[config.mk]
export PLATFORM = sky130hd
export DESIGN_NAME = rotary_position_tracker_flat
export DESIGN_NICKNAME = d
export VERILOG_FILES = /design/src/rtl/rotary_pkg.sv /design/src/rtl/rotary_position_tracker_if.sv /design/src/rtl/pos_step_calc.sv /design/src/rtl/rotary_position_tracker.sv /design/src/flat_wrapper.sv
export SDC_FILE = /design/constraint.sdc
export NUM_CORES = 1
export LEC_CHECK = 0
export CAP_MARGIN = 20
export CORE_ASPECT_RATIO = 0.9
export CORE_MARGIN = 2
export CORE_UTILIZATION = 40
export DETAILED_ROUTE_END_ITERATION = 16
export PLACE_DENSITY = 0.7
export SLEW_MARGIN = 20
export SYNTH_ARGS = -nofsm -noshare
export SYNTH_HDL_FRONTEND = slang
export SYNTH_SLANG_ARGS = --single-unit
[constraint.sdc]
create_clock -name clk -period 1.8 [get_ports clk]
set_input_delay 0.54 -clock clk [delete_from_list [all_inputs] [get_ports clk]]
set_output_delay 0.54 -clock clk [all_outputs]
set_load 0.01 [all_outputs]
[src/rtl/rotary_pkg.sv]
// Constants shared by the rotary encoder front end, position tracker and display stages.
package rotary_pkg;

  localparam logic DIR_LEFT  = 1'b1;
  localparam logic DIR_RIGHT = 1'b0;

  localparam int unsigned DEFAULT_N_POS        = 8;
  localparam int unsigned DEFAULT_POS_W        = 3;
  localparam int unsigned DEFAULT_ACCEL_WINDOW = 2500000;

endpackage

[src/rtl/rotary_position_tracker_if.sv]
// Step input and position/LED output bundle of the rotary position tracker.
interface rotary_position_tracker_if
  import rotary_pkg::*;
#(
  parameter int unsigned N_POS = DEFAULT_N_POS,
  parameter int unsigned POS_W = DEFAULT_POS_W
);

  logic             rotary_event;
  logic             rotary_left;
  logic             clear;
  logic [POS_W-1:0] position;
  logic [N_POS-1:0] led;
  logic             step_valid;
  logic             step_left;

  modport master (
    output rotary_event, rotary_left, clear,
    input  position, led, step_valid, step_left
  );

  modport slave (
    input  rotary_event, rotary_left, clear,
    output position, led, step_valid, step_left
  );

endinterface

[src/rtl/pos_step_calc.sv]
// Combinational next-position calculator: adds or subtracts a step, then wraps or clamps.
module pos_step_calc
  import rotary_pkg::*;
#(
  parameter int unsigned N_POS = DEFAULT_N_POS,
  parameter int unsigned POS_W = DEFAULT_POS_W,
  parameter bit          WRAP  = 1'b1
) (
  input  logic [POS_W-1:0] pos_i,
  input  logic [POS_W-1:0] step_i,
  input  logic             dir_i,
  output logic [POS_W-1:0] pos_o
);

  localparam logic [POS_W:0] NPosW  = (POS_W + 1)'(N_POS);
  localparam logic [POS_W:0] NPosM1 = NPosW - 1'b1;

  logic [POS_W:0] sum;
  logic [POS_W:0] diff;
  logic [POS_W:0] res;
  logic           borrow;

  always_comb begin
    sum    = {1'b0, pos_i} + {1'b0, step_i};
    diff   = {1'b0, pos_i} - {1'b0, step_i};
    borrow = step_i > pos_i;
    res    = {1'b0, pos_i};
    if (dir_i == DIR_LEFT) begin
      if (sum >= NPosW) begin
        res = WRAP ? (sum - NPosW) : NPosM1;
      end else begin
        res = sum;
      end
    end else begin
      // A negative difference is brought back into range by adding N_POS.
      if (borrow) begin
        res = WRAP ? (diff + NPosW) : '0;
      end else begin
        res = diff;
      end
    end
    pos_o = POS_W'(res);
  end

endmodule

[src/rtl/rotary_position_tracker.sv]
// Bounded rotary position counter with one-hot LED bar and step strobe.
// Optional step acceleration is enabled by defining ROTARY_ACCEL_EN.
module rotary_position_tracker
  import rotary_pkg::*;
#(
  parameter int unsigned N_POS        = DEFAULT_N_POS,
  parameter int unsigned POS_W        = DEFAULT_POS_W,
  parameter int unsigned INIT_POS     = 0,
  parameter bit          WRAP         = 1'b1,
  parameter int unsigned ACCEL_WINDOW = DEFAULT_ACCEL_WINDOW,
  parameter int unsigned ACCEL_STEP   = 2
) (
  input logic                      clk,
  input logic                      reset,
  rotary_position_tracker_if.slave bus
);

  if (N_POS < 2 || N_POS > 256 || (1 << POS_W) < N_POS || INIT_POS >= N_POS) begin : g_bad_pos
    $error("rotary_position_tracker: inconsistent N_POS/POS_W/INIT_POS");
  end
  if (ACCEL_STEP < 1 || ACCEL_STEP >= N_POS || ACCEL_WINDOW < 1) begin : g_bad_accel
    $error("rotary_position_tracker: inconsistent ACCEL_STEP/ACCEL_WINDOW");
  end

  localparam logic [POS_W-1:0] InitPos = POS_W'(INIT_POS);
  localparam logic [N_POS-1:0] LedOne  = N_POS'(1);
  localparam logic [N_POS-1:0] InitLed = LedOne << INIT_POS;

  logic             event_q, event_d;
  logic [POS_W-1:0] pos_q, pos_d;
  logic [N_POS-1:0] led_q, led_d;
  logic             step_valid_q, step_valid_d;
  logic             step_left_q, step_left_d;

  logic             accept;
  logic [POS_W-1:0] step;
  logic [POS_W-1:0] calc_pos;

  assign accept = bus.rotary_event & ~event_q;

`ifdef ROTARY_ACCEL_EN
  localparam int unsigned    GapW   = $clog2(ACCEL_WINDOW + 1);
  localparam logic [GapW-1:0] GapMax = GapW'(ACCEL_WINDOW);

  logic [GapW-1:0] gap_q, gap_d;

  // Fast repeated turns in the same direction move by the larger step.
  assign step = ((gap_q < GapMax) && (bus.rotary_left == step_left_q)) ?
                POS_W'(ACCEL_STEP) : POS_W'(1);

  always_comb begin
    gap_d = (gap_q == GapMax) ? gap_q : gap_q + 1'b1;
    if (bus.clear) begin
      gap_d = GapMax;
    end else if (accept) begin
      gap_d = '0;
    end
  end

  always_ff @(posedge clk) begin
    if (reset) begin
      gap_q <= GapMax;
    end else begin
      gap_q <= gap_d;
    end
  end
`else
  assign step = POS_W'(1);
`endif

  pos_step_calc #(
    .N_POS (N_POS),
    .POS_W (POS_W),
    .WRAP  (WRAP)
  ) u_pos_step_calc (
    .pos_i  (pos_q),
    .step_i (step),
    .dir_i  (bus.rotary_left),
    .pos_o  (calc_pos)
  );

  always_comb begin
    event_d      = bus.rotary_event;
    pos_d        = pos_q;
    led_d        = led_q;
    step_valid_d = 1'b0;
    step_left_d  = step_left_q;
    // Clear wins over a simultaneous accept; the edge register still tracks the input.
    if (bus.clear) begin
      pos_d = InitPos;
      led_d = InitLed;
    end else if (accept) begin
      pos_d        = calc_pos;
      led_d        = LedOne << calc_pos;
      step_valid_d = 1'b1;
      step_left_d  = bus.rotary_left;
    end
  end

  always_ff @(posedge clk) begin
    if (reset) begin
      event_q      <= 1'b1;
      pos_q        <= InitPos;
      led_q        <= InitLed;
      step_valid_q <= 1'b0;
      step_left_q  <= 1'b0;
    end else begin
      event_q      <= event_d;
      pos_q        <= pos_d;
      led_q        <= led_d;
      step_valid_q <= step_valid_d;
      step_left_q  <= step_left_d;
    end
  end

  assign bus.position   = pos_q;
  assign bus.led        = led_q;
  assign bus.step_valid = step_valid_q;
  assign bus.step_left  = step_left_q;

endmodule

[src/flat_wrapper.sv]
// flat-port wrapper written by rule: the top's interface ports become plain ports
module rotary_position_tracker_flat import rotary_pkg::*;
#(
  parameter int unsigned N_POS        = DEFAULT_N_POS,
  parameter int unsigned POS_W        = DEFAULT_POS_W,
  parameter int unsigned INIT_POS     = 0,
  parameter bit          WRAP         = 1'b1,
  parameter int unsigned ACCEL_WINDOW = DEFAULT_ACCEL_WINDOW,
  parameter int unsigned ACCEL_STEP   = 2
)
  (clk, reset, bus_rotary_event, bus_rotary_left, bus_clear, bus_position, bus_led, bus_step_valid, bus_step_left);
  rotary_position_tracker_if #(.N_POS(N_POS), .POS_W(POS_W)) bus_i ();
  input logic clk;
  input logic reset;
  input wire logic [$bits(bus_i.rotary_event)-1:0] bus_rotary_event;
  input wire logic [$bits(bus_i.rotary_left)-1:0] bus_rotary_left;
  input wire logic [$bits(bus_i.clear)-1:0] bus_clear;
  output wire logic [$bits(bus_i.position)-1:0] bus_position;
  output wire logic [$bits(bus_i.led)-1:0] bus_led;
  output wire logic [$bits(bus_i.step_valid)-1:0] bus_step_valid;
  output wire logic [$bits(bus_i.step_left)-1:0] bus_step_left;
  assign bus_i.rotary_event = bus_rotary_event;
  assign bus_i.rotary_left = bus_rotary_left;
  assign bus_i.clear = bus_clear;
  assign bus_position = bus_i.position;
  assign bus_led = bus_i.led;
  assign bus_step_valid = bus_i.step_valid;
  assign bus_step_left = bus_i.step_left;
  rotary_position_tracker #(.N_POS(N_POS), .POS_W(POS_W), .INIT_POS(INIT_POS), .WRAP(WRAP), .ACCEL_WINDOW(ACCEL_WINDOW), .ACCEL_STEP(ACCEL_STEP)) u_core (.clk(clk), .reset(reset), .bus(bus_i));
endmodule
======== After elaboration in Yosys (flattened, before gate mapping) ========
Index checks and enable logic that the tools add are counted.
storage, ports and cells
  register bits ........................... 14
  input port bits ......................... 5
cells by class
  $add $sub $neg .......................... 4
  shift-type cells ........................ 1
  bitwise operators ....................... 3
  order comparisons ....................... 2
  multiplexer cells ....................... 4
  reduce and logical (&&, ||, !) cells .... 2
operator list
  operator                                                                        count
  3-bit 2-to-1 mux                                                                3
  1-bit by 3-bit left shift with 8-bit output, first input constant               1
  3-bit by 1-bit subtractor with 3-bit output, second input constant              2
  3-bit by 1-bit adder with 4-bit output, second input constant                   1
  4-bit greater-or-equal comparator, second input constant                        1
  3-bit by 1-bit adder with 3-bit output, second input constant                   1
  1-bit by 3-bit greater-than comparator with 1-bit output, first input constant  1
  1-bit inverter                                                                  2
  2-bit AND reduction                                                             1
  2-bit OR reduction                                                              1
  1-bit AND                                                                       1
  1-bit 2-to-1 mux                                                                1

======== Depth between registers and ports, before layout ========
Gate-level depths: netlist of the first run.
  depth in word-level cells ............... 5
  depth in mapped cells ................... 5
  depth with buffers taken out ............ 5

======== Modules after synthesis ========
A second synthesis of the first run with hierarchy kept.
second synthesis, totals
  cells, all modules ...................... 62
  area, all modules ....................... 650.6 µm²
modules (own cells, without submodules)
  module                   times used  area each (µm²)  cells each  seq. area each (µm²)
  rotary_position_tracker  1           549.3            53          280.3
  pos_step_calc            1           101.3            9           0.0

======== Worst setup path after synthesis of the first run ========
Ideal clock, no wire load.
  kind .................................... input to register
  start ................................... in bus_rotary_left
  end ..................................... reg u_core.led_q[4], in the netlist u_core.bus.led[4]
  setup time .............................. 117 ps
  data arrival time ....................... 1588 ps
  buffers on the path ..................... 0
  path slack .............................. 95 ps
  data required time ...................... 1683 ps
  stages on the path ...................... 5
  cells stage by stage .................... inv_1 -> fa_1 -> xor2_2 -> xnor2_1 -> a32o_1
on the way
  longest elaborated chain between the ends .. 2
ends and longest elaborated chain
  item                                         RTL line                        text
  from (decl)                                  flat_wrapper.sv:16              input wire logic [$bits(bus_i.rotary_left)-1:0] bus_rotary_left;
  3-bit 2-to-1 mux                             pos_step_calc.sv:28             if (dir_i == DIR_LEFT) begin
  1-bit by 3-bit left shift with 8-bit output  rotary_position_tracker.sv:94   led_d = LedOne << calc_pos;
  to (signal assigned)                         rotary_position_tracker.sv:104  led_q <= InitLed;
  to (signal assigned)                         rotary_position_tracker.sv:110  led_q <= led_d;
  to (decl)                                    rotary_position_tracker.sv:31   logic [N_POS-1:0] led_q, led_d;
No other way between the ends.
A chain may end at the register's enable or synchronous reset.

======== Worst setup path after layout of the first run ========
  start ................................... reg u_core.pos_q[2], in the netlist u_core.bus.position[2]
  end ..................................... out bus_position[2]
RTL lines
  item                    RTL line                        text
  from (decl)             rotary_position_tracker.sv:30   logic [POS_W-1:0] pos_q, pos_d;
  from (signal assigned)  rotary_position_tracker.sv:103  pos_q <= InitPos;
  from (signal assigned)  rotary_position_tracker.sv:109  pos_q <= pos_d;
  to (decl)               flat_wrapper.sv:18              output wire logic [$bits(bus_i.position)-1:0] bus_position;
No word-level cell between the ends.

==> results.sh, run 1 <==
export IMPL_slowest_delay_ns=0.54
export IMPL_io_buffers=17
export IMPL_remaining_drc_errors=0
export IMPL_cts_tree="done"
export IMPL_wire_per_inst_um=13.4
export IMPL_dieArea_um2=1800
export IMPL_grt_ovfl_total=0
export IMPL_rows=13
export IMPL_crit_arrival_ns=1.22
export IMPL_clk_path_buf_depth=2
export IMPL_area_delta_synth_final_pct=51.6
export IMPL_rsz0062_at_grt="no"
export IMPL_synth_nets=65
export IMPL_fin_nets=93
export IMPL_globalRouteTotalUtil_pct=15.6
export IMPL_antenna_found_initial=0
export IMPL_core_um2=1420
export IMPL_status="finished clean"
export IMPL_p_per_area_nw_per_um2=629
export IMPL_slew_viol_final=0
export IMPL_dp_cells=92
export IMPL_clk_latency_ns=0.28
export IMPL_routed_wirelength_mm=1.27
export IMPL_root_buffer="clkbuf_4"
export IMPL_final_period_utilization_pct=97.8
export IMPL_die_h_um=40.5
export IMPL_ir_drop_uv=542
export IMPL_slowest_stage="clkdlybuf4s50_1"
export IMPL_maxCapViolCount=0
export IMPL_placed_area_um2=828
export IMPL_yosys_warnings=0
export IMPL_cts_clk_slew_worst_paths_ns=0.08
export IMPL_fin_cells=95
export IMPL_cts_setup_buffers=0
export IMPL_cts_buffers=3
export IMPL_fmax_mhz=568
export IMPL_syn_area_um2=592
export IMPL_dp_final_hpwl_um=902
export IMPL_register_area_um2=288
export IMPL_htreeDepth=1
export IMPL_avgSynthCellArea_um2=11.0
export IMPL_cts_sinks=14
export IMPL_fin_util_pct=63.4
export IMPL_finalClockSkew_ns=0.00592
export IMPL_cp_num_buf_inv=1
export IMPL_timing_hold_ws_ns=0.469
export IMPL_num_fill_cells=118
export IMPL_vias=482
export IMPL_dpl_worst_slack_ns=-0.519
export IMPL_multi_input_area_um2=333
export IMPL_first_global_vias=389
export IMPL_timing_final_ws_setup_ns=0.0389
export IMPL_cp_end_kind="primary output"
export IMPL_synthCells=54
export IMPL_drtAntennaViolNets=0
export IMPL_layout_min_cycle_time_ns=1.76
export IMPL_path_cells="clkdlybuf4s50_1"
export IMPL_hp_class="register to register"
export IMPL_viasPerCell=5.07
export IMPL_final_cell_area_um2=897
export IMPL_cellLeakagePower_nw=0.361
export IMPL_ys_seq_area_share_pct=47.4
export IMPL_die_w_um=44.5
export IMPL_gp_congestion=0.729
export IMPL_ys_seq_elements=14
export IMPL_critical_path_peak_fanout=5
export IMPL_hold_viol=0
export IMPL_crit_required_ns=1.26
export IMPL_crit_type="register to primary output"
export IMPL_final_setup_viol_count=0
export IMPL_cp_start_kind="register"
export IMPL_start_util_pct=41.8
export IMPL_dr_first_iter_drc_count=8
export IMPL_slew_limit_headroom_pct=81.2
export IMPL_critical_path_top_delay_family="buffers and inverters"
export IMPL_antenna_cells=0
export IMPL_firstDrtPassIters=4
export IMPL_yosysUniqueCellTypes=19
export IMPL_total_power_mw=0.565
export IMPL_worst_pin_slew_ns=0.279
export IMPL_ios=18
export IMPL_setup_tns_ns=0
export IMPL_drive_above_1_share_pct=27.5
export IMPL_grt_pass1_wl_mm=1.86
export IMPL_grt_max_degree=9
[timing repair]
action                                  in CTS  in global routing
resized for setup                           11                  2
endpoints found under the setup margin      12                  2
pin swaps                                    3                  0
hold buffers                                 0                  0
[final timing paths]
path / start / end / slack (ns) / depth (start not counted)
worst max register to register: u_core.bus.position[0] / u_core.bus.position[2] / 0.18 / 4
worst min-delay path: u_core.bus.led[2] / u_core.bus.led[2] / 0.47 / 1
worst max-delay path: u_core.bus.position[2] / bus_position[2] / 0.04 / 1
worst min register to register: u_core.bus.led[2] / u_core.bus.led[2] / 0.47 / 1
[metal layers]
metal  share of wire [%]  track usage, %  up-vias
met2                  50            25.7       15
met5                   0               0        -
met3                 6.1            8.56        0
li1                    -               -      244
met1                  44            18.3      223
met4                   0            2.27        0
[layout make-up]
cell class | count | area share [%]
multi-input cells | 36 | 37.1
inverters | 3 | 1.26
well taps | 15 | 2.09
flip-flops and latches | 14 | 32.1
clock buffers | 3 | 2.51
repair buffers | 24 | 25.0
[synth_stat cells (all sizes together)]
cell type	n	area share (%)
nor2	3	2.7
xnor2	2	3.0
or3	2	2.1
inv	3	1.9
o21ai	3	2.5
nand2b	1	1.1
a32o	7	12
nand2	3	1.9
ha	5	11
nor2b	1	1.1
xor2	2	4.2
clkbuf	1	0.84
dfxtp	14	47
fa	1	3.4
a21oi	4	3.4
or2	2	2.1
[cells in the final DEF, fill, tap and decap left out, drive strengths merged]
master	n
clkdlybuf4s50	15
clkbuf	3
xor2	2
buf	7
a32o	7
dlymetal6s2s	1
ha	5
nand2b	1
or2	2
xnor2	2
or3	2
inv	3
nand2	3
dfxtp	14
o21ai	3
nor2b	1
nor2	3
fa	1
dlygate4sd2	1
a21oi	4
[logic make-up after synthesis]
family	after synthesis	share of synthesized area (%)
AND/OR/NAND/NOR	12	11.0
buffers and inverters	4	2.75
flip-flops	14	47.4
AO/OA/AOI/OAI	14	17.8
XOR/XNOR	4	7.19
adder cells (fa/ha/maj)	6	14.0
[state kept, by name, summed over array words and instances (netlist names)]
register / count
u_core.bus.led: 8
u_core.bus.position: 3
u_core.bus.step_left: 1
u_core.bus.step_valid: 1
u_core.event_q: 1
[power breakdown]
part | leakage [nW] | internal, mW | switching [mW] | total [mW]
Combinational | 0.232 | 0.0383 | 0.0359 | 0.0742
Sequential | 0.115 | 0.312 | 0.00378 | 0.316
Clock | 0.0138 | 0.0776 | 0.0972 | 0.175
No activity file was read; power rests on OpenSTA's default activity.
==> inputs of run 2 (changes only) <==
- HOLD_SLACK_MARGIN: default -> 0.06
- SETUP_SLACK_MARGIN: default -> 0.2
==> results.sh, run 2 (same netlist as run 1, synthesis figures left out) <==
export IMPL_grt_use_met3_pct=2.70
export IMPL_fin_nets=96
export IMPL_clk_path_buf_depth=2
export IMPL_globalRouteTotalUtil_pct=15.2
export IMPL_cts_clk_slew_worst_paths_ns=0.09
export IMPL_layout_min_cycle_time_ns=1.61
export IMPL_hold_path_depth=1
export IMPL_dpl_worst_slack_ns=-0.582
export IMPL_dieArea_um2=1800
export IMPL_viasPerCell=5.04
export IMPL_cp_start_kind="input port"
export IMPL_ios=18
export IMPL_final_common_cell="dlygate4sd2_1"
export IMPL_dr_first_iter_drc_count=9
export IMPL_hp_class="register to register"
export IMPL_crit_arrival_ns=1.79
export IMPL_reg2regPathDepth=4
export IMPL_grt_ovfl_total=0
export IMPL_slew_limit_headroom_pct=81.1
export IMPL_cellLeakagePower_nw=0.423
export IMPL_status="finished clean"
export IMPL_busiest_layer="met2"
export IMPL_first_global_vias=441
export IMPL_vias=499
export IMPL_min_to="u_core.bus.led[6]"
export IMPL_p_per_area_nw_per_um2=668
export IMPL_grtUsageMet2_pct=24.3
export IMPL_largest_reg_flops=8
export IMPL_total_power_mw=0.629
export IMPL_use_met1_pct=19.5
export IMPL_crit_required_ns=1.98
export IMPL_cp_end_kind="register"
export IMPL_crit_type="input port to register"
export IMPL_final_setup_viol_count=0
export IMPL_gp_congestion=0.738
export IMPL_cts_sinks=14
export IMPL_r2r_end="u_core.bus.led[1]"
export IMPL_routed_wirelength_mm=1.19
export IMPL_wire_per_inst_um=12.0
export IMPL_firstDrtPassIters=4
export IMPL_finalClockSkew_ns=0.00566
export IMPL_critical_path_peak_fanout=4
export IMPL_grt_pass1_wl_mm=1.89
export IMPL_fmax_mhz=622
export IMPL_die_w_um=44.5
export IMPL_rows=13
export IMPL_final_cell_mix="13 x dlygate4sd2_1, 11 x dfxtp_1, 9 x buf_4"
export IMPL_rsz0062_at_grt="yes"
export IMPL_maxCapViolCount=0
export IMPL_dp_final_hpwl_um=937
export IMPL_start_util_pct=41.8
export IMPL_reg2reg_slack_ns=0.22
export IMPL_grt_max_degree=9
export IMPL_remaining_drc_errors=0
export IMPL_min_from="u_core.bus.led[6]"
export IMPL_hold_viol=0
export IMPL_final_period_utilization_pct=89.3
export IMPL_area_delta_synth_final_pct=59.0
export IMPL_slew_viol_final=0
export IMPL_drtAntennaViolNets=0
export IMPL_root_buffer="clkbuf_4"
export IMPL_r2r_start="u_core.bus.position[0]"
export IMPL_cts_buffers=3
export IMPL_drive_above_1_share_pct=32.1
export IMPL_clk_latency_ns=0.28
export IMPL_htreeDepth=1
export IMPL_io_buffers=17
export IMPL_cts_tree="done"
export IMPL_antenna_cells=0
export IMPL_core_um2=1420
export IMPL_worst_pin_slew_ns=0.284
export IMPL_fin_util_pct=66.5
export IMPL_ir_drop_uv=349
export IMPL_antenna_found_initial=0
export IMPL_timing_final_ws_setup_ns=0.193
export IMPL_die_h_um=40.5
==> run 2: power breakdown <==
part	total, mW	internal [mW]	leakage [nW]	switching [mW]
combinational	0.0820	0.0437	0.287	0.0383
clock	0.231	0.123	0.0210	0.108
sequential	0.316	0.312	0.115	0.00406
total	0.629	0.479	0.423	0.150
==> run 2: timing repair <==
action                                  in CTS  in global routing
resized for setup                           26                  1
hold buffers                                 0                  0
buffers inserted                             0                  0
gates cloned                                 0                  0
endpoints found under the setup margin      23                  5
pin swaps                                    6                  1
==> run 2: through the flow <==
stage / area (um^2) / instances / hold WS [ns] / TNS, ns
finish: 941 / 99 / 0.469 / 0
CTS: 937 / 99 / 0.474 / 0
global route: 941 / 99 / 0.489 / 0
floorplan: 614 / 54 / 0.492 / 0
global placement: 873 / 95 / 0.454 / -4.73
detailed placement: 873 / 95 / 0.458 / -5.08
==> run 2: routing by layer <==
layer	up-vias	routed length, um	share of wire, %
met5	-	0	0
met4	0	14	1.2
met3	2	64	5.4
met2	17	549	46
met1	233	557	47
li1	247	-	-
==> run 2: worst max path at each step <==
| stage | from | endpoint | slack [ns] | cells past startpoint |
|---|---|---|---|---|
| 2_1_floorplan | bus_rotary_left | u_core.bus.led[1] | 0.15 | 5 |
| 3_3_place_gp | bus_rotary_left | u_core.bus.led[3] | -0.55 | 7 |
| 3_5_place_dp | bus_rotary_left | u_core.bus.led[1] | -0.58 | 7 |
| 4_1_cts | bus_rotary_left | u_core.bus.led[1] | 0.18 | 7 |
| 5_1_grt | bus_rotary_left | u_core.bus.led[1] | 0.14 | 7 |
| 6_report | bus_rotary_left | u_core.bus.led[1] | 0.19 | 7 |
==> run 2: critical path, stage by stage <==
cell and delay, ns:
buf_6 0.07, buf_6 0.11, inv_12 0.03, fa_2 0.37
xor2_4 0.20, xor2_2 0.20, a32o_1 0.27
==> run 2: area by class of cell <==
type	instances	area [um^2]
fill	124	474
inverter	3	23.8
multi-input combinational	36	339
clock buffer	4	36.3
timing repair buffer	27	234
tap	15	18.8
sequential	14	289
==> inputs of run 3 (changes only) <==
- CELL_PAD_IN_SITES_DETAIL_PLACEMENT: default -> 1
- CELL_PAD_IN_SITES_GLOBAL_PLACEMENT: default -> 2
- CORE_UTILIZATION: 40 -> 27
- PLACE_DENSITY: 0.7 -> default
- PLACE_DENSITY_LB_ADDON: default -> 0.1
- SLEW_MARGIN: 20 -> 40
==> results.sh, run 3 (same netlist as run 1, synthesis figures left out) <==
export IMPL_top_layer="met3"
export IMPL_dieArea_um2=2580
export IMPL_clk_path_buf_depth=2
export IMPL_drt_met1_wl_um=660
export IMPL_cts_buffers=3
export IMPL_first_global_vias=520
export IMPL_p_per_area_nw_per_um2=604
export IMPL_slowest_delay_ns=0.37
export IMPL_path_depth=7
export IMPL_antenna_cells=0
export IMPL_dpl_worst_slack_ns=-0.600
export IMPL_slew_limit_headroom_pct=79.0
export IMPL_hold_viol=0
export IMPL_final_period_utilization_pct=90.2
export IMPL_cts_tree="done"
export IMPL_crit_type="input port to register"
export IMPL_status="finished clean"
export IMPL_die_h_um=48.4
export IMPL_worst_pin_slew_ns=0.315
export IMPL_cp_start_kind="input port"
export IMPL_wl_met3_um=57
export IMPL_seqPwrFrac_pct=55.5
export IMPL_crit_arrival_ns=1.79
export IMPL_ios=18
export IMPL_final_common_cell="dlygate4sd2_1"
export IMPL_vias=498
export IMPL_root_buffer="clkbuf_4"
export IMPL_fmax_mhz=616
export IMPL_clk_latency_ns=0.27
export IMPL_final_setup_viol_count=0
export IMPL_wire_per_inst_um=12.2
export IMPL_layout_min_cycle_time_ns=1.62
export IMPL_io_buffers=17
export IMPL_critical_path_top_delay_family="XOR/XNOR gates"
export IMPL_ir_drop_uv=288
export IMPL_grt_ovfl_total=0
export IMPL_p_switching_mw=0.136
export IMPL_grt_pass1_wl_mm=2.31
export IMPL_htreeDepth=1
export IMPL_fin_nets=95
export IMPL_fin_util_pct=44.4
export IMPL_timing_hold_ws_ns=0.466
export IMPL_firstDrtPassIters=4
export IMPL_timing_final_ws_setup_ns=0.177
export IMPL_crit_required_ns=1.96
export IMPL_hold_buffers=0
export IMPL_cts_setup_buffers=0
export IMPL_cp_num_buf_inv=3
export IMPL_slew_viol_final=0
export IMPL_maxCapViolCount=0
export IMPL_reg2regPathDepth=4
export IMPL_p_clk_share_pct=29.6
export IMPL_drive_above_1_share_pct=31.7
export IMPL_largest_reg_flops=8
export IMPL_dr_first_iter_drc_count=3
export IMPL_critical_path_peak_fanout=4
export IMPL_slowest_stage="fa_2"
export IMPL_wl_met2_um=609
export IMPL_start_util_pct=27.9
export IMPL_grt_max_degree=9
export IMPL_routed_wirelength_mm=1.33
export IMPL_globalRouteTotalUtil_pct=12.0
export IMPL_gp_congestion=0.710
export IMPL_path_cells="buf_6 -> buf_6 -> inv_12 -> fa_2 -> xor2_4 -> xor2_2 -> a32o_1"
export IMPL_p_comb_share_pct=14.9
export IMPL_cts_sinks=14
export IMPL_p_int_mw=0.434
export IMPL_path_common_cell="buf_6"
export IMPL_rows=16
export IMPL_crit_end="u_core.bus.led[1]"
export IMPL_setup_tns_ns=0
export IMPL_cp_end_kind="register"
export IMPL_reg2reg_slack_ns=0.22
export IMPL_r2r_end="u_core.bus.led[1]"
export IMPL_swShare_pct=23.8
export IMPL_area_delta_synth_final_pct=59.2
export IMPL_dp_final_hpwl_mm=1.09
export IMPL_antenna_found_initial=0
export IMPL_r2r_start="u_core.bus.position[0]"
export IMPL_core_um2=2120
export IMPL_remaining_drc_errors=0
export IMPL_hp_class="register to register"
export IMPL_final_cell_mix="13 x dlygate4sd2_1, 11 x dfxtp_1, 8 x buf_4"
export IMPL_drtAntennaViolNets=0
export IMPL_rsz0062_at_grt="yes"
export IMPL_viasPerCell=4.57
export IMPL_cts_clk_slew_worst_paths_ns=0.08
export IMPL_finalClockSkew_ns=0.00436
export IMPL_startpoint="bus_rotary_left"
export IMPL_die_w_um=53.4
export IMPL_cellLeakagePower_nw=0.412
==> run 3: per-layer routing <==
layer  track usage, %  vias up
li1                 -      252
met1             17.1      234
met2             17.9       12
met3             2.78        0
met5                0        -
met4             3.85        0
==> run 3: area by class of cell <==
cell class	instances	area (um^2)
Clock buffer	3	22.5
Inverter	3	23.8
Fill cell	250	1180
Sequential cell	14	289
Tap cell	27	33.8
Timing Repair Buffer	26	226
Multi-Input combinational cell	36	347
==> run 3: power groups by stage <==
stage	Clock, mW	Sequential (mW)	Combinational (mW)
final	0.168	0.316	0.0850
after global routing	0.195	0.317	0.0941
after CTS	0.178	0.316	0.0838
after detailed placement	0	0.325	0.0782
after global placement	0	0.325	0.0773
after floorplan	0	0.326	0.0347
==> run 3: timing repair <==
action,4_1_cts,5_1_grt
resized for setup,26,3
endpoints found under the setup margin,23,8
pin swaps,6,0
==> run 3: metrics by stage <==
| step | instance area, um^2 | instances | total power [mW] |
|---|---|---|---|
| floorplan | 614 | 54 | 0.361 |
| global placement | 881 | 106 | 0.403 |
| CTS | 931 | 109 | 0.578 |
| detailed placement | 881 | 106 | 0.403 |
| finish | 942 | 109 | 0.569 |
| global route | 942 | 109 | 0.606 |
==> run 3: worst min path at each step <==
| stage | start | end | slack (ns) | depth (start not counted) |
|---|---|---|---|---|
| after floorplan | u_core.bus.step_left | u_core.bus.step_left | 0.49 | 2 |
| after global placement | u_core.bus.led[2] | u_core.bus.led[2] | 0.45 | 1 |
| after detailed placement | u_core.bus.led[4] | u_core.bus.led[4] | 0.46 | 1 |
| after CTS | u_core.bus.led[4] | u_core.bus.led[4] | 0.47 | 1 |
| after global routing | u_core.bus.led[4] | u_core.bus.led[4] | 0.48 | 1 |
| final | u_core.bus.led[1] | u_core.bus.led[1] | 0.47 | 1 |
==> edit, RTL diff (settings of run 2) <==
Add a define of `ROTARY_ACCEL_EN`.
--- a/src/rtl/rotary_position_tracker.sv
+++ b/src/rtl/rotary_position_tracker.sv
@@ -1,4 +1,6 @@
 // Bounded rotary position counter with one-hot LED bar and step strobe.
 // Optional step acceleration is enabled by defining ROTARY_ACCEL_EN.
+`define ROTARY_ACCEL_EN
+
 module rotary_position_tracker
   import rotary_pkg::*;
Check against the original RTL: not equivalent (a bounded check fails within 10 cycles, from zero or initial values and one cycle with reset high).
==> edit against run 2 <==
The flow now finishes with violations (negative setup slack). Sequential share of layout area decreased by 2.8 points. Synthesized cell count rose to 3.9 times the old value. Sequential cell count rose by 22. Via count grew to 3.5 times the old value. Wire length rose to 3.9 times the old value. Total power grew to 2.5 times the old value. Worst setup slack worse by 840 ps. First-iteration DRC count rose to 16 times the old value. Final area increased to 2.8 times the old value. Sequential power increased to 2.6 times the old value. Area after synthesis grew to 3.1 times the old value. Critical path type is now reg2reg.
==> edit: results (changes against run 2) <==
Route
  • Met3 WL post-DR: 140 um (+120%)
  • Met1 layer wirelength in the final routing: 2.400 mm (+330%)
  • Routed Wire Length: 4.624 mm (+290%)
  • First-iteration detailed-routing DRC count: 142 (+133)
  • Routed via count: 1759 (+250%)

Clock network
  • Number of buffers added by the clock tree synthesis step: 5 (+2)
  • H-tree level count: 2 (+1)
  • Clk root buf: sky130_fd_sc_hd__clkbuf_8

Power and ir drop
  • Sequential group share of total power: 0.508 (+0.006)
  • Part of the total power dissipated in the clock network: 0.378 (+0.011)
  • Total power: 1.598 mW (+150%)
  • Maximum ir drop on the vdd rail: 0.0003741 V (+7.1%)
  • Static Leakage: 1.048 nW (+150%)
  • Switching power share of the total: 0.2486 (+0.009812)

GRT
  • Met3 track demand over resource: 0.03976 (+0.01274)
  • Met2 track demand over resource in global routing: 0.2924 (+0.04964)
  • Pin count of the biggest net entering global routing: 18 (+9)
  • Global router's overall resource usage: 0.1961 (+0.04365)
  • First-pass GRT wire length: 7.686 mm (+310%)
  • GR Util met1: 0.2855 (+0.09086)
  • Via count of the first global-routing pass: 1640 (+270%)

Place
  • DP Wirelength: 3.395 mm (+260%)
  • Placed cell areas: 2400 sq um (+170%)
  • Count of port buffers added during placement: 17 (unchanged)
  • Inst Count DP: 324 (+240%)
  • Post-placement setup slack: -791.5 ps (-209.0 ps)

Final layout
  • Number of nets in the final layout: 280 (+190%)
  • Fraction of final layout cells with drive strength greater than 1: 0.3860 (+0.06460)
  • Layout Cells excl Fill: 334 (+240%)
  • Flip-flop count of the largest register after layout: 22 (+14)

Timing
  • Max Clock Skew: 6.256 ps (+0.5967 ps)
  • Hold_ws: 487.0 ps (+17.81 ps)
  • Final setup viols: 11 (+11)
  • Min setup slack post-route: -650.6 ps (-843.7 ps)
  • Measured slew at the worst slew-check pin: 404.6 ps (+121.1 ps)

Synthesis
  • Post-Synth XOR/XNOR Area: 0.07640 (+0.004517)
  • Sequential share of the synthesized area: 0.3929 (-0.08067)
  • Multiplexer share of the synthesized area: 0.01637 (+0.01637)
  • Post-Synthesis Net Count: 220 (+240%)
  • Main area contributors after synthesis: sky130_fd_sc_hd__dfxtp_1 39%, sky130_fd_sc_hd__xor2_1 5.3%, sky130_fd_sc_hd__nand4_1 4.4%
  • Most instantiated cells after synthesis: 36 x sky130_fd_sc_hd__dfxtp_1, 19 x sky130_fd_sc_hd__nor2_1, 13 x sky130_fd_sc_hd__nand2_1, 13 x sky130_fd_sc_hd__nand4_1, 11 x sky130_fd_sc_hd__xor2_1
  • Fraction of the mapped netlist area in compound gates: 0.1419 (-0.03571)
  • Synth Area per Inst: 8.693 sq um (-21%)
  • Synth unique cells: 47 (+28)
  • Fraction of the mapped netlist area in adder cells: 0.03138 (-0.1082)

Run status
  • Failing checks: negative setup slack
  • Status: complete, but fails checks

Critical path
  • Stage delay of the slowest cell on the critical path: 420 ps (+50 ps)
  • Crit path max-delay family: simple AND/OR/NAND/NOR gates
-- edit: cell families after synthesis --
logic type,after synthesis
simple gates,97
buf+inv,18
fa+ha+maj,4
flops,36
compound gates,37
mux,3
xor+xnor,16
-- edit: path summary, 6_finish.rpt --
check,endpoint,depth (start not counted),start
setup / recovery,u_core.bus.position[2],10,u_core.gap_q[12]
setup reg to reg,u_core.bus.position[2],10,u_core.gap_q[12]
hold reg to reg,u_core.bus.position[0],2,u_core.bus.position[0]
hold / removal,u_core.bus.position[0],2,u_core.bus.position[0]
-- edit: cell type report --
type	count	area, sq um	share of cell area
multi-input cells	157	1206	0.4547
clock inverters	2	10.01	0.003774
clock buffers	6	82.58	0.03113
flip-flops and latches	36	739.5	0.2788
well taps	62	77.57	0.02925
repair buffers	65	514.2	0.1939
inverters	6	22.52	0.008491
-- edit: what timing repair did --
item | in CTS | in global routing
endpoints found under the setup margin | 31 | 19
buffers inserted | 1 | 1
resized for setup | 42 | 19
pin swaps | 10 | 5
